[config.mk]
export PLATFORM = sky130hd
export DESIGN_NAME = fifo_rd_pack
export DESIGN_NICKNAME = d
export VERILOG_FILES = /design/src/rtl/fifo_pack_pkg.sv /design/src/rtl/pack_idle_timer.sv /design/src/rtl/fifo_rd_pack.sv
export SDC_FILE = /design/constraint.sdc
export NUM_CORES = 1
export LEC_CHECK = 0
export CAP_MARGIN = 25
export CORE_MARGIN = 1
export CORE_UTILIZATION = 56
export DETAILED_ROUTE_END_ITERATION = 10
export DONT_BUFFER_PORTS = 1
export PLACE_DENSITY = 0.84
export SYNTH_ARGS = -nofsm -noshare
export SYNTH_HDL_FRONTEND = slang
export SYNTH_HIERARCHICAL = 1
export SYNTH_SLANG_ARGS = --single-unit
[constraint.sdc]
create_clock -name rclk -period 2.2 [get_ports rclk]
set_input_delay 0.33 -clock rclk [delete_from_list [all_inputs] [get_ports rclk]]
set_output_delay 0.33 -clock rclk [all_outputs]
set_load 0.05 [all_outputs]
[src/rtl/fifo_pack_pkg.sv]
// Shared constants and helpers for the FIFO read-side word packer.
// Defaults match the standard 8-bit x4 configuration.
package fifo_pack_pkg;

    localparam int P_DSIZE   = 8;
    localparam int P_RATIO   = 4;
    localparam int P_TMO     = 16;
    localparam int MAX_RATIO = 16;

    localparam int WW = P_DSIZE * P_RATIO;
    localparam int CW = $clog2(P_RATIO);
    localparam int TW = $clog2(P_TMO + 1);

    // Sized for the widest legal RATIO; callers truncate to their own lane count.
    function automatic logic [MAX_RATIO-1:0] keep_mask(input logic [31:0] n);
        logic [MAX_RATIO-1:0] m;
        m = '0;
        for (int i = 0; i < MAX_RATIO; i++) begin
            m[i] = (32'(i) < n);
        end
        return m;
    endfunction

endpackage

[src/rtl/pack_idle_timer.sv]
// Saturating idle counter that requests a flush once a partial word has been
// starved of FIFO entries for TMO consecutive cycles.
module pack_idle_timer
    import fifo_pack_pkg::*;
#(
    parameter int TMO = P_TMO
) (
    input  logic i_clk,
    input  logic i_rst,
    input  logic i_partial,
    input  logic i_empty,
    input  logic i_pop,
    input  logic i_clear,
    output logic o_tmo_hit
);

    localparam int LTW = $clog2(TMO + 1);

    logic [LTW-1:0] r_idle;

    // Holds at TMO until the flush it requested actually fires.
    always_ff @(posedge i_clk) begin
        if (i_rst || !i_partial || i_pop || i_clear) begin
            r_idle <= '0;
        end else if (i_empty && (r_idle != LTW'(TMO))) begin
            r_idle <= r_idle + LTW'(1);
        end
    end

    assign o_tmo_hit = (r_idle == LTW'(TMO));

endmodule

[src/rtl/fifo_rd_pack.sv]
// Read-domain consumer of the async FIFO: packs RATIO entries into one wide
// word on a valid/ready stream, with flush and idle-timeout partial words.
module fifo_rd_pack
    import fifo_pack_pkg::*;
#(
    parameter int DSIZE = P_DSIZE,
    parameter int RATIO = P_RATIO,
    parameter int TMO   = P_TMO
) (
    input  logic                   rclk,
    input  logic                   rrst,
    input  logic [DSIZE-1:0]       rdata,
    input  logic                   rempty,
    output logic                   rinc,
    input  logic                   flush,
    output logic [DSIZE*RATIO-1:0] out_data,
    output logic [RATIO-1:0]       out_keep,
    output logic                   out_valid,
    input  logic                   out_ready,
    output logic                   busy
);

    localparam int LW  = DSIZE * RATIO;
    localparam int LCW = $clog2(RATIO);

    logic [RATIO-1:0][DSIZE-1:0] r_acc;
    logic [LCW-1:0]              r_cnt;
    logic                        r_flush_pend;
    logic                        r_out_valid;
    logic [LW-1:0]               r_out_data;
    logic [RATIO-1:0]            r_out_keep;

    logic                        w_partial;
    logic                        w_last;
    logic                        w_out_free;
    logic                        w_tmo_hit;
    logic                        w_fl_go;
    logic                        w_pop;
    logic [RATIO-1:0]            w_mask;
    logic [LW-1:0]               w_flush_data;

    assign w_partial  = (r_cnt != '0);
    assign w_last     = (r_cnt == LCW'(RATIO - 1));
    assign w_out_free = !r_out_valid || out_ready;
    assign w_fl_go    = (r_flush_pend || flush || w_tmo_hit) && w_partial && w_out_free;
    // A completing pop needs a free output slot; a flush always wins over a pop.
    assign w_pop      = !rrst && !rempty && !w_fl_go && (!w_last || w_out_free);
    assign w_mask     = RATIO'(keep_mask(32'(r_cnt)));

    always_comb begin
        w_flush_data = '0;
        for (int i = 0; i < RATIO; i++) begin
            if (w_mask[i]) begin
                w_flush_data[i*DSIZE +: DSIZE] = r_acc[i];
            end
        end
    end

    generate
        if (TMO > 0) begin : g_tmo
            pack_idle_timer #(
                .TMO(TMO)
            ) u_idle_timer (
                .i_clk    (rclk),
                .i_rst    (rrst),
                .i_partial(w_partial),
                .i_empty  (rempty),
                .i_pop    (w_pop),
                .i_clear  (w_fl_go),
                .o_tmo_hit(w_tmo_hit)
            );
        end else begin : g_no_tmo
            assign w_tmo_hit = 1'b0;
        end
    endgenerate

    // Drain first; a same-cycle load below overrides the clear of out_valid.
    always_ff @(posedge rclk) begin
        if (rrst) begin
            r_acc        <= '0;
            r_cnt        <= '0;
            r_flush_pend <= 1'b0;
            r_out_valid  <= 1'b0;
            r_out_data   <= '0;
            r_out_keep   <= '0;
        end else begin
            if (r_out_valid && out_ready) begin
                r_out_valid <= 1'b0;
            end
            if (w_fl_go) begin
                r_out_data  <= w_flush_data;
                r_out_keep  <= w_mask;
                r_out_valid <= 1'b1;
                r_cnt       <= '0;
            end else if (w_pop) begin
                r_acc[r_cnt] <= rdata;
                if (w_last) begin
                    r_out_data  <= {rdata, r_acc[RATIO-2:0]};
                    r_out_keep  <= '1;
                    r_out_valid <= 1'b1;
                    r_cnt       <= '0;
                end else begin
                    r_cnt <= r_cnt + LCW'(1);
                end
            end
            // A pending flush is meaningless once the accumulator is empty.
            if (w_fl_go || !w_partial) begin
                r_flush_pend <= 1'b0;
            end else if (flush) begin
                r_flush_pend <= 1'b1;
            end
        end
    end

    assign rinc      = w_pop;
    assign out_data  = r_out_data;
    assign out_keep  = r_out_keep;
    assign out_valid = r_out_valid;
    assign busy      = w_partial || r_out_valid;

endmodule
Word level (Yosys, flattened, before mapping)
Cells that the tools add are included.
{ "totals": {"ff_bits": 77, "inputBits": 13, "out_inout_bits": 39, "elab_cells": 71} }
{ "classes": {"add_sub_neg": 2, "order_cmp": 5, "n_eq_ne": 3, "mux": 17, "bitwise": 1, "reduce_logical": 31} }
{ "op_table": {"columns": ["cell", "count"], "rows": [
  ["$mux 24", 3],
  ["$bwmux 32", 1],
  ["$mux 8", 4],
  ["$demux 8 s2", 1],
  ["$logic_or 1x1->1", 9],
  ["$mux 3", 3],
  ["$logic_and 1x1->1", 8],
  ["$logic_not 1->1", 6],
  ["$reduce_and 2->1", 3],
  ["$reduce_bool 2->1", 3],
  ["$add 5x1->5 const B", 1],
  ["$eq 5x5->1 const B", 1],
  ["$ne 5x5->1 const B", 1],
  ["$lt 1x2->1 const A", 2],
  ["$mux 1", 4],
  ["$reduce_or 2->1", 2],
  ["$lt 2x3->1 const B", 1],
  ["$add 2x1->2 const B", 1],
  ["$eq 2x2->1 const B", 1],
  ["$ge 2x1->1 const B", 1],
  ["$lt 2x2->1 const A", 1],
  ["$mux 2", 1],
  ["$not 1->1", 1]
]} }

Logic depth before layout (Yosys ltp)
Gate-level depths: netlist of run 1.
{ "logic_depth": {"ltp_word": 9, "depth_mapped": 13, "depth_no_buf": 11} }

Cells and area by module
Netlist of run 1, hierarchy kept.
{ "by_module_without_submodules": {"columns": ["mod", "instances", "cells_each", "area_each_um2", "seq_area_each_um2"], "rows": [
  ["fifo_rd_pack", 1, 272, 2529.9, 1281.2],
  ["pack_idle_timer", 1, 29, 271.5, 100.1]
]} }

Worst setup path after synthesis of run 1
Ideal clock, no wire load.
{ "synth_path": {"kind": "flip-flop to flip-flop", "startpoint": "register g_tmo.u_idle_timer.r_idle[0]", "endpoint": "register g_tmo.u_idle_timer.r_idle[4]", "setup_ns": 0.116, "t_arrival_ns": 2.723, "required_ns": 2.084, "slack_ns": -0.639, "stages_incl_launch_ff": 13, "n_path_buf": 2, "period_less_slack_ns": 2.839, "path_cell_list": "dfxtp_1 > inv_1 > ha_1 > nand4bb_1 > inv_1 > nor3_4 > or3_1 > buf_6 > nand2b_1 > buf_2 > nor2_1 > nor4b_4 > and2_2"} }
{ "synth_via": {"elab_chain_cells": 9, "elab_cells_between_ends": 12, "cone_classes": "add/sub (1); eq/ne (2); reduce/logical (9)"} }
{ "synth_rtl": {"columns": ["element", "line", "source"], "rows": [
  ["start: declaration", "pack_idle_timer.sv:19", "logic [LTW-1:0] r_idle;"],
  ["start signal: assignment", "pack_idle_timer.sv:26", "r_idle <= r_idle + LTW'(1);"],
  ["$eq 5x5->1", "pack_idle_timer.sv:30", "assign o_tmo_hit = (r_idle == LTW'(TMO));"],
  ["net w_tmo_hit", "fifo_rd_pack.sv:36", "logic w_tmo_hit;"],
  ["$logic_or 1x1->1", "fifo_rd_pack.sv:45", "assign w_fl_go = (r_flush_pend || flush || w_tmo_hit) && w_partial && w_out_free;"],
  ["$logic_and 1x1->1 (2 in a row)", "fifo_rd_pack.sv:45", null],
  ["$logic_not 1->1", "fifo_rd_pack.sv:47", "assign w_pop = !rrst && !rempty && !w_fl_go && (!w_last || w_out_free);"],
  ["$logic_and 1x1->1 (2 in a row)", "fifo_rd_pack.sv:47", null],
  ["net rinc", "fifo_rd_pack.sv:14", "output logic rinc,"],
  ["$logic_or 1x1->1 (2 in a row)", "pack_idle_timer.sv:23", "if (i_rst || !i_partial || i_pop || i_clear) begin"]
]} }
The timed path passes the listed nets, and every way through them passes these cells.
A chain may end at the register's enable or synchronous reset.

Final worst setup path of run 1
{ "layout_path": {"startpoint": "register g_tmo.u_idle_timer.r_idle[0]", "endpoint": "output rinc"} }
{ "layout_via": {"elab_chain_cells": 7} }
{ "layout_rtl": {"columns": ["element", "line"], "rows": [
  ["$eq 5x5->1", "pack_idle_timer.sv:30"],
  ["net w_tmo_hit", "fifo_rd_pack.sv:36"],
  ["$logic_or 1x1->1", "fifo_rd_pack.sv:45"],
  ["$logic_and 1x1->1 (2 in a row)", "fifo_rd_pack.sv:45"],
  ["$logic_not 1->1", "fifo_rd_pack.sv:47"],
  ["$logic_and 1x1->1 (2 in a row)", "fifo_rd_pack.sv:47"],
  ["end: declaration", "fifo_rd_pack.sv:14"]
]} }
The timed path passes the listed nets, and every way through them passes these cells.

==> results of run 1 <==
-- final timing paths --
kind	start	endpoint	slack, ns	cells past startpoint
worst min register to register	r_acc[1]	out_data[1]	0.48	2
worst max-delay path	g_tmo.u_idle_timer/r_idle[0]	rinc	0.07	9
worst min-delay path	rrst	out_keep[1]	0.06	1
worst max register to register	g_tmo.u_idle_timer/r_idle[0]	g_tmo.u_idle_timer/r_idle[2]	0.13	11
-- cell usage in the layout (no fill, tap or decap), types with 2 or more instances in the layout --
| cell | n |
|---|---|
| nor2b_1 | 3 |
| nand2b_1 | 3 |
| nand4_1 | 2 |
| inv_1 | 3 |
| clkinv_2 | 2 |
| buf_4 | 16 |
| clkinvlp_4 | 2 |
| nor4b_2 | 2 |
| o311ai_4 | 2 |
| a21oi_1 | 34 |
| clkbuf_8 | 9 |
| nand2_1 | 25 |
| ha_1 | 5 |
| inv_2 | 3 |
| dfxtp_1 | 67 |
| mux2i_1 | 27 |
| o21ai_0 | 25 |
| nor3_1 | 4 |
| nor2_1 | 32 |
| nand3_1 | 24 |
| xor2_1 | 2 |
-- worst max-delay path, cell delays in order (launching register included) --
cell and delay [ns]:
dfxtp_4 0.35, inv_4 0.06, ha_4 0.13, nand4bb_4 0.11, inv_2 0.08, nor3_4 0.04, or3_4 0.40, nand2b_4 0.10
nor2_4 0.05, buf_12 0.15
-- per-layer routing --
metal / global-route usage (%) / wire length, um / share of wire (%) / up-vias
li1: - / - / - / 1059
met2: 37.0 / 2790 / 46 / 80
met4: 9.80 / 100 / 1.7 / 0
met1: 33.0 / 2660 / 44 / 1032
met5: 0 / 0 / 0 / -
met3: 7.60 / 500 / 8.3 / 9
-- synthesized netlist by cell type (all sizes together) --
cell,count
nand4,2
a211oi,1
and2,2
o311ai,2
o21ai,25
nor2b,4
nand2b,4
ha,6
o211a,1
a31oi,1
nor4b,3
nand2,25
mux2i,27
a21oi,34
nor2,33
xor2,2
nor3,5
or3,1
dfxtp,69
nand4bb,1
nor4,1
nand3b,1
buf,9
inv,7
xnor2,1
nand3,24
clkbuf,10
-- metrics by stage --
step / cell area [um^2] / power [W] / TNS, ns / instances / worst slack (ns)
2_1_floorplan: 2840 / 0.00155 / -0.294 / 301 / -0.0670
3_3_place_gp: 2920 / 0.00156 / 0 / 362 / 0.100
3_5_place_dp: 2920 / 0.00157 / -0.00643 / 362 / -0.00643
4_1_cts: 3130 / 0.00255 / 0 / 379 / 0.00572
5_1_grt: 3170 / 0.00263 / -0.00366 / 382 / -0.00366
6_report: 3170 / 0.00254 / 0 / 382 / 0.0744
-- flip-flops by register name (all words and copies together) (netlist names) --
signal	flops
r_flush_pend	1
out_data	32
g_tmo.u_idle_timer/r_idle	5
r_acc	24
out_valid	1
out_keep	4
r_cnt	2
-- what timing repair did --
| action | 4_1_cts | 5_1_grt |
|---|---|---|
| pin swaps | 0 | 4 |
| resized for setup | 2 | 3 |
| setup endpoints to repair | 3 | 5 |
| buffers inserted | 1 | 3 |
-- kinds of logic (layout without fill, tap and decap cells) --
kind of cell | after synthesis | count (layout) | share of synthesized area [%]
compound gates | 64 | 64 | 13.4
xor+xnor | 3 | 3 | 0.938
fa+ha+maj | 6 | 6 | 2.68
buf+inv | 26 | 40 | 4.82
flops | 69 | 69 | 49.3
mux | 27 | 27 | 9.65
simple gates | 106 | 106 | 19.2
-- power by group --
group	total [W]	internal, W	leakage (nW)	switching (W)
Sequential	0.00133	0.00128	0.559	0.0000477
Combinational	0.000219	0.0000862	0.577	0.000133
Clock	0.000989	0.000521	0.0923	0.000468
Total	0.00254	0.00189	1.23	0.000649
-- layout make-up --
class / instances / area, um^2 / area share, %
clock inverters: 6 / 63.8 / 2.01
multi-input cells: 206 / 1340 / 42.3
repair buffers: 17 / 140 / 4.42
well taps: 67 / 83.8 / 2.64
flip-flops and latches: 69 / 1390 / 43.7
clock buffers: 10 / 128 / 4.02
inverters: 7 / 28.8 / 0.907
==> results.sh, run 1 <==
export IMPL_grt_pass1_vias=1959
export IMPL_vias=2180
export IMPL_ys_top_cells_by_area="dfxtp_1 (49%), mux2i_1 (9.6%), a21oi_1 (6.1%), o21ai_0 (4.5%), nor2_1 (4.4%)"
export IMPL_drt_pass1_iterations=4
export IMPL_die_area_um2=5290
export IMPL_ant_nets=0
export IMPL_crit_type="reg2out"
export IMPL_clk_pin_slew_ns=0.07
export IMPL_drc=0
export IMPL_cap_violations=0
export IMPL_htreeDepth=3
export IMPL_ys_seq_elements=69
export IMPL_clock_skew_ns=0.0123
export IMPL_status="completed"
export IMPL_yosysWarnings=6
export IMPL_clock_latency_ns=0.35
export IMPL_required_ns=1.87
export IMPL_fp_coreArea_um2=4750
export IMPL_cts_buffers=9
export IMPL_hold_buffers=0
export IMPL_antenna_cells=0
export IMPL_grt_usage_pct=24.6
export IMPL_hpwl_um=3960
export IMPL_avgSynthCellArea_um2=9.31
export IMPL_rows=25
export IMPL_synth_cell_types=35
export IMPL_clkSinkCount=69
export IMPL_setup_violations=0
export IMPL_grt_ovfl_total=0
export IMPL_cp_start_kind="flop"
export IMPL_clock_path_buffers=2
export IMPL_finalCritPeriodShare_pct=96.6
export IMPL_viasPerCell=5.71
export IMPL_drt_total_wl_um=6050
export IMPL_yosysTopAreaCellShare_pct=49.3
export IMPL_cts_tree="built"
export IMPL_cp_max_fo=3
export IMPL_fillers=392
export IMPL_fin_util_pct=66.7
export IMPL_yosysTopAreaCell="dfxtp_1"
export IMPL_fmax_mhz=470
export IMPL_drv_slew=0
export IMPL_fin_crit_ns=2.13
export IMPL_p_leak_nw=1.23
export IMPL_io_buffers=0
export IMPL_area_growth_pct=13.2
export IMPL_drive_gt1_share_pct=16.5
export IMPL_wl_per_cell_um=15.8
export IMPL_synth_nets=320
export IMPL_ios=52
export IMPL_max_slew_margin_pct=59.4
export IMPL_initial_core_util_pct=58.9
export IMPL_nets=329
export IMPL_antenna_found_initial=0
export IMPL_holdCritPathClass="in2reg"
export IMPL_vdd_ir_drop_max_v=0.000567
export IMPL_syn_inst=301
export IMPL_grt_pass1_wl_um=9700
export IMPL_hold_viol=0
export IMPL_gp_congestion=0.858
export IMPL_die_h_um=72.7
export IMPL_ctsRootBufferMaster="clkbuf_8"
export IMPL_grt_max_degree=56
export IMPL_first_iter_violations=127
export IMPL_arrival_ns=1.80
export IMPL_seq_area_frac_synth_pct=49.3
export IMPL_die_w_um=72.7
export IMPL_holdWs_ns=0.0573
export IMPL_endpoint_kind="primary output"
export IMPL_p_per_area_nw_per_um2=799
export IMPL_worst_pin_slew_ns=0.607
export IMPL_netlist_area_um2=2800
Power figures use the tool's default switching activity.
==> run 2, diff against run 1 <==
--- a/config.mk
+++ b/config.mk
@@ -6,8 +6,10 @@
 export NUM_CORES = 1
 export LEC_CHECK = 0
 export CAP_MARGIN = 25
+export CELL_PAD_IN_SITES_DETAIL_PLACEMENT = 2
+export CELL_PAD_IN_SITES_GLOBAL_PLACEMENT = 2
 export CORE_MARGIN = 1
-export CORE_UTILIZATION = 56
+export CORE_UTILIZATION = 34
 export DETAILED_ROUTE_END_ITERATION = 10
 export DONT_BUFFER_PORTS = 1
 export PLACE_DENSITY = 0.84
==> results.sh, run 2 (synthesis results as in run 1) <==
export IMPL_clock_latency_ns=0.36
export IMPL_antenna_cells=0
export IMPL_reg2reg_setup_slack_ns=0.07
export IMPL_cts_buffers=9
export IMPL_setup_violations=1
export IMPL_path_delay_family="simple AND/OR/NAND/NOR gates"
export IMPL_finalCritPeriodShare_pct=102
export IMPL_place_ws_ns=-0.166
export IMPL_violations="negative setup slack"
export IMPL_die_area_um2=8610
export IMPL_required_ns=1.87
export IMPL_area_growth_pct=17.6
export IMPL_grt_ovfl_total=0
export IMPL_hold_path_startpoint="rrst"
export IMPL_r2r_end="g_tmo.u_idle_timer/r_idle[3]"
export IMPL_max_slew_margin_pct=61.1
export IMPL_worst_pin_slew_ns=0.582
export IMPL_fillers=896
export IMPL_vdd_ir_drop_max_v=0.000346
export IMPL_clock_skew_ns=0.00818
export IMPL_rows=32
export IMPL_cp_num_buf_inv=3
export IMPL_clkSinkCount=69
export IMPL_ctsRootBufferMaster="clkbuf_8"
export IMPL_fin_total_pwr_w=0.00275
export IMPL_rr_worst_depth=12
export IMPL_grt_max_degree=56
export IMPL_hold_buffers=0
export IMPL_drt_total_wl_um=8730
export IMPL_ant_nets=0
export IMPL_p_per_area_nw_per_um2=834
export IMPL_hold_depth=1
export IMPL_drc=0
export IMPL_slowest_stage="or3_4"
export IMPL_final_common_cell="dfxtp_1"
export IMPL_arrival_ns=1.91
export IMPL_htreeDepth=3
export IMPL_antenna_found_initial=0
export IMPL_vias=2267
export IMPL_cp_start_kind="flop"
export IMPL_crit_type="reg2out"
export IMPL_ios=52
export IMPL_p_leak_nw=1.27
export IMPL_wl_per_cell_um=20.7
export IMPL_setup_ws_ns=-0.0357
export IMPL_hpwl_um=5820
export IMPL_crit_chain="inv_2, ha_4, nand4bb_4, inv_2, nor3_4, or3_4, nand2b_4, nor2_4, buf_12"
export IMPL_fin_crit_ns=2.24
export IMPL_nets=334
export IMPL_multi_input_area_um2=1350
export IMPL_worstSetupPathDepth=9
export IMPL_endpoint_kind="primary output"
export IMPL_largest_reg_flops=32
export IMPL_grt_usage_pct=21.6
export IMPL_initial_core_util_pct=35.7
export IMPL_fp_coreArea_um2=7850
export IMPL_path_common_cell="inv_2"
export IMPL_clk_pin_slew_ns=0.07
export IMPL_clock_path_buffers=2
export IMPL_drive_gt1_share_pct=18.8
export IMPL_cap_violations=0
export IMPL_viasPerCell=5.37
export IMPL_register_area_um2=1390
export IMPL_grt_pass1_wl_um=13900
export IMPL_hold_viol=0
export IMPL_min_to="out_keep[0]"
export IMPL_r2r_start="g_tmo.u_idle_timer/r_idle[0]"
export IMPL_cpPeakStageDelay_ns=0.40
export IMPL_drv_slew=0
export IMPL_cts_tree="built"
export IMPL_fmax_mhz=447
export IMPL_die_h_um=92.8
export IMPL_first_iter_violations=64
export IMPL_drt_pass1_iterations=4
export IMPL_cp_max_fo=3
export IMPL_io_buffers=0
export IMPL_grt_pass1_vias=2574
export IMPL_rsz0062_at_grt="true"
export IMPL_gp_congestion=0.764
export IMPL_final_cell_mix="dfxtp_1 (66), a21oi_1 (34), nor2_1 (32)"
export IMPL_die_w_um=92.8
export IMPL_holdCritPathClass="in2reg"
export IMPL_status="finished, violations left"
## run 2: stage by stage
stage / cell area, um^2 / instances / hold WS [ns] / util [%] / setup TNS (ns)
floorplan: 2840 / 301 / 0.449 / - / -0.294
global placement: 3010 / 402 / 0.404 / 38.3 / 0
detailed placement: 3010 / 402 / 0.414 / 38.3 / -0.541
CTS: 3260 / 419 / 0.0254 / 41.6 / 0
global route: 3290 / 422 / 0.0366 / 42.0 / -0.0970
finish: 3290 / 422 / 0.0549 / 42.0 / -0.0357
## run 2: timing repair
action,4_1_cts,5_1_grt
resized for setup,5,3
pin swaps,1,1
buffers inserted,1,3
setup endpoints to repair,7,6
## run 2: cell type report
| class | instances | share of cell area, % |
|---|---|---|
| Inverter | 7 | 0.874 |
| Tap cell | 102 | 3.88 |
| Timing Repair Buffer | 22 | 5.51 |
| Multi-Input combinational cell | 206 | 41.0 |
| Clock inverter | 7 | 2.96 |
| Clock buffer | 9 | 3.76 |
| Sequential cell | 69 | 42.1 |
## run 2: layer usage
layer / GRT usage (%) / up-vias / part of all wire [%]
met1: 23.4 / 1122 / 41
met5: 0 / - / 0
met3: 6.90 / 22 / 5.6
li1: - / 1061 / -
met4: 12.1 / 0 / 3.2
met2: 37.1 / 62 / 50
## run 2: how the worst max path moves through the flow
stage	startpoint	slack (ns)	to
6_report	g_tmo.u_idle_timer/r_idle[0]	-0.04	rinc
4_1_cts	r_cnt[1]	0.01	rinc
2_1_floorplan	g_tmo.u_idle_timer/r_idle[1]	-0.07	g_tmo.u_idle_timer/r_idle[0]
3_5_place_dp	g_tmo.u_idle_timer/r_idle[1]	-0.17	g_tmo.u_idle_timer/r_idle[3]
3_3_place_gp	g_tmo.u_idle_timer/r_idle[0]	0.08	g_tmo.u_idle_timer/r_idle[0]
5_1_grt	g_tmo.u_idle_timer/r_idle[0]	-0.08	rinc
## run 2: worst register-to-register path, cell delays in order (launching register included)
cell,delay (ns)
dfxtp_2,0.33
inv_2,0.07
ha_4,0.16
nand4bb_4,0.14
inv_2,0.10
nor3_4,0.05
or3_4,0.40
nand2b_4,0.10
nor2_4,0.06
nor4b_4,0.27
buf_4,0.18
nand2_1,0.10
nor2_1,0.12
## run 2: report_power, final
| group | total [W] | internal [W] | switching (W) |
|---|---|---|---|
| logic | 0.000247 | 0.0000967 | 0.000151 |
| registers | 0.00133 | 0.00128 | 0.0000496 |
| clock network | 0.00117 | 0.000641 | 0.000529 |
| total | 0.00275 | 0.00202 | 0.000730 |
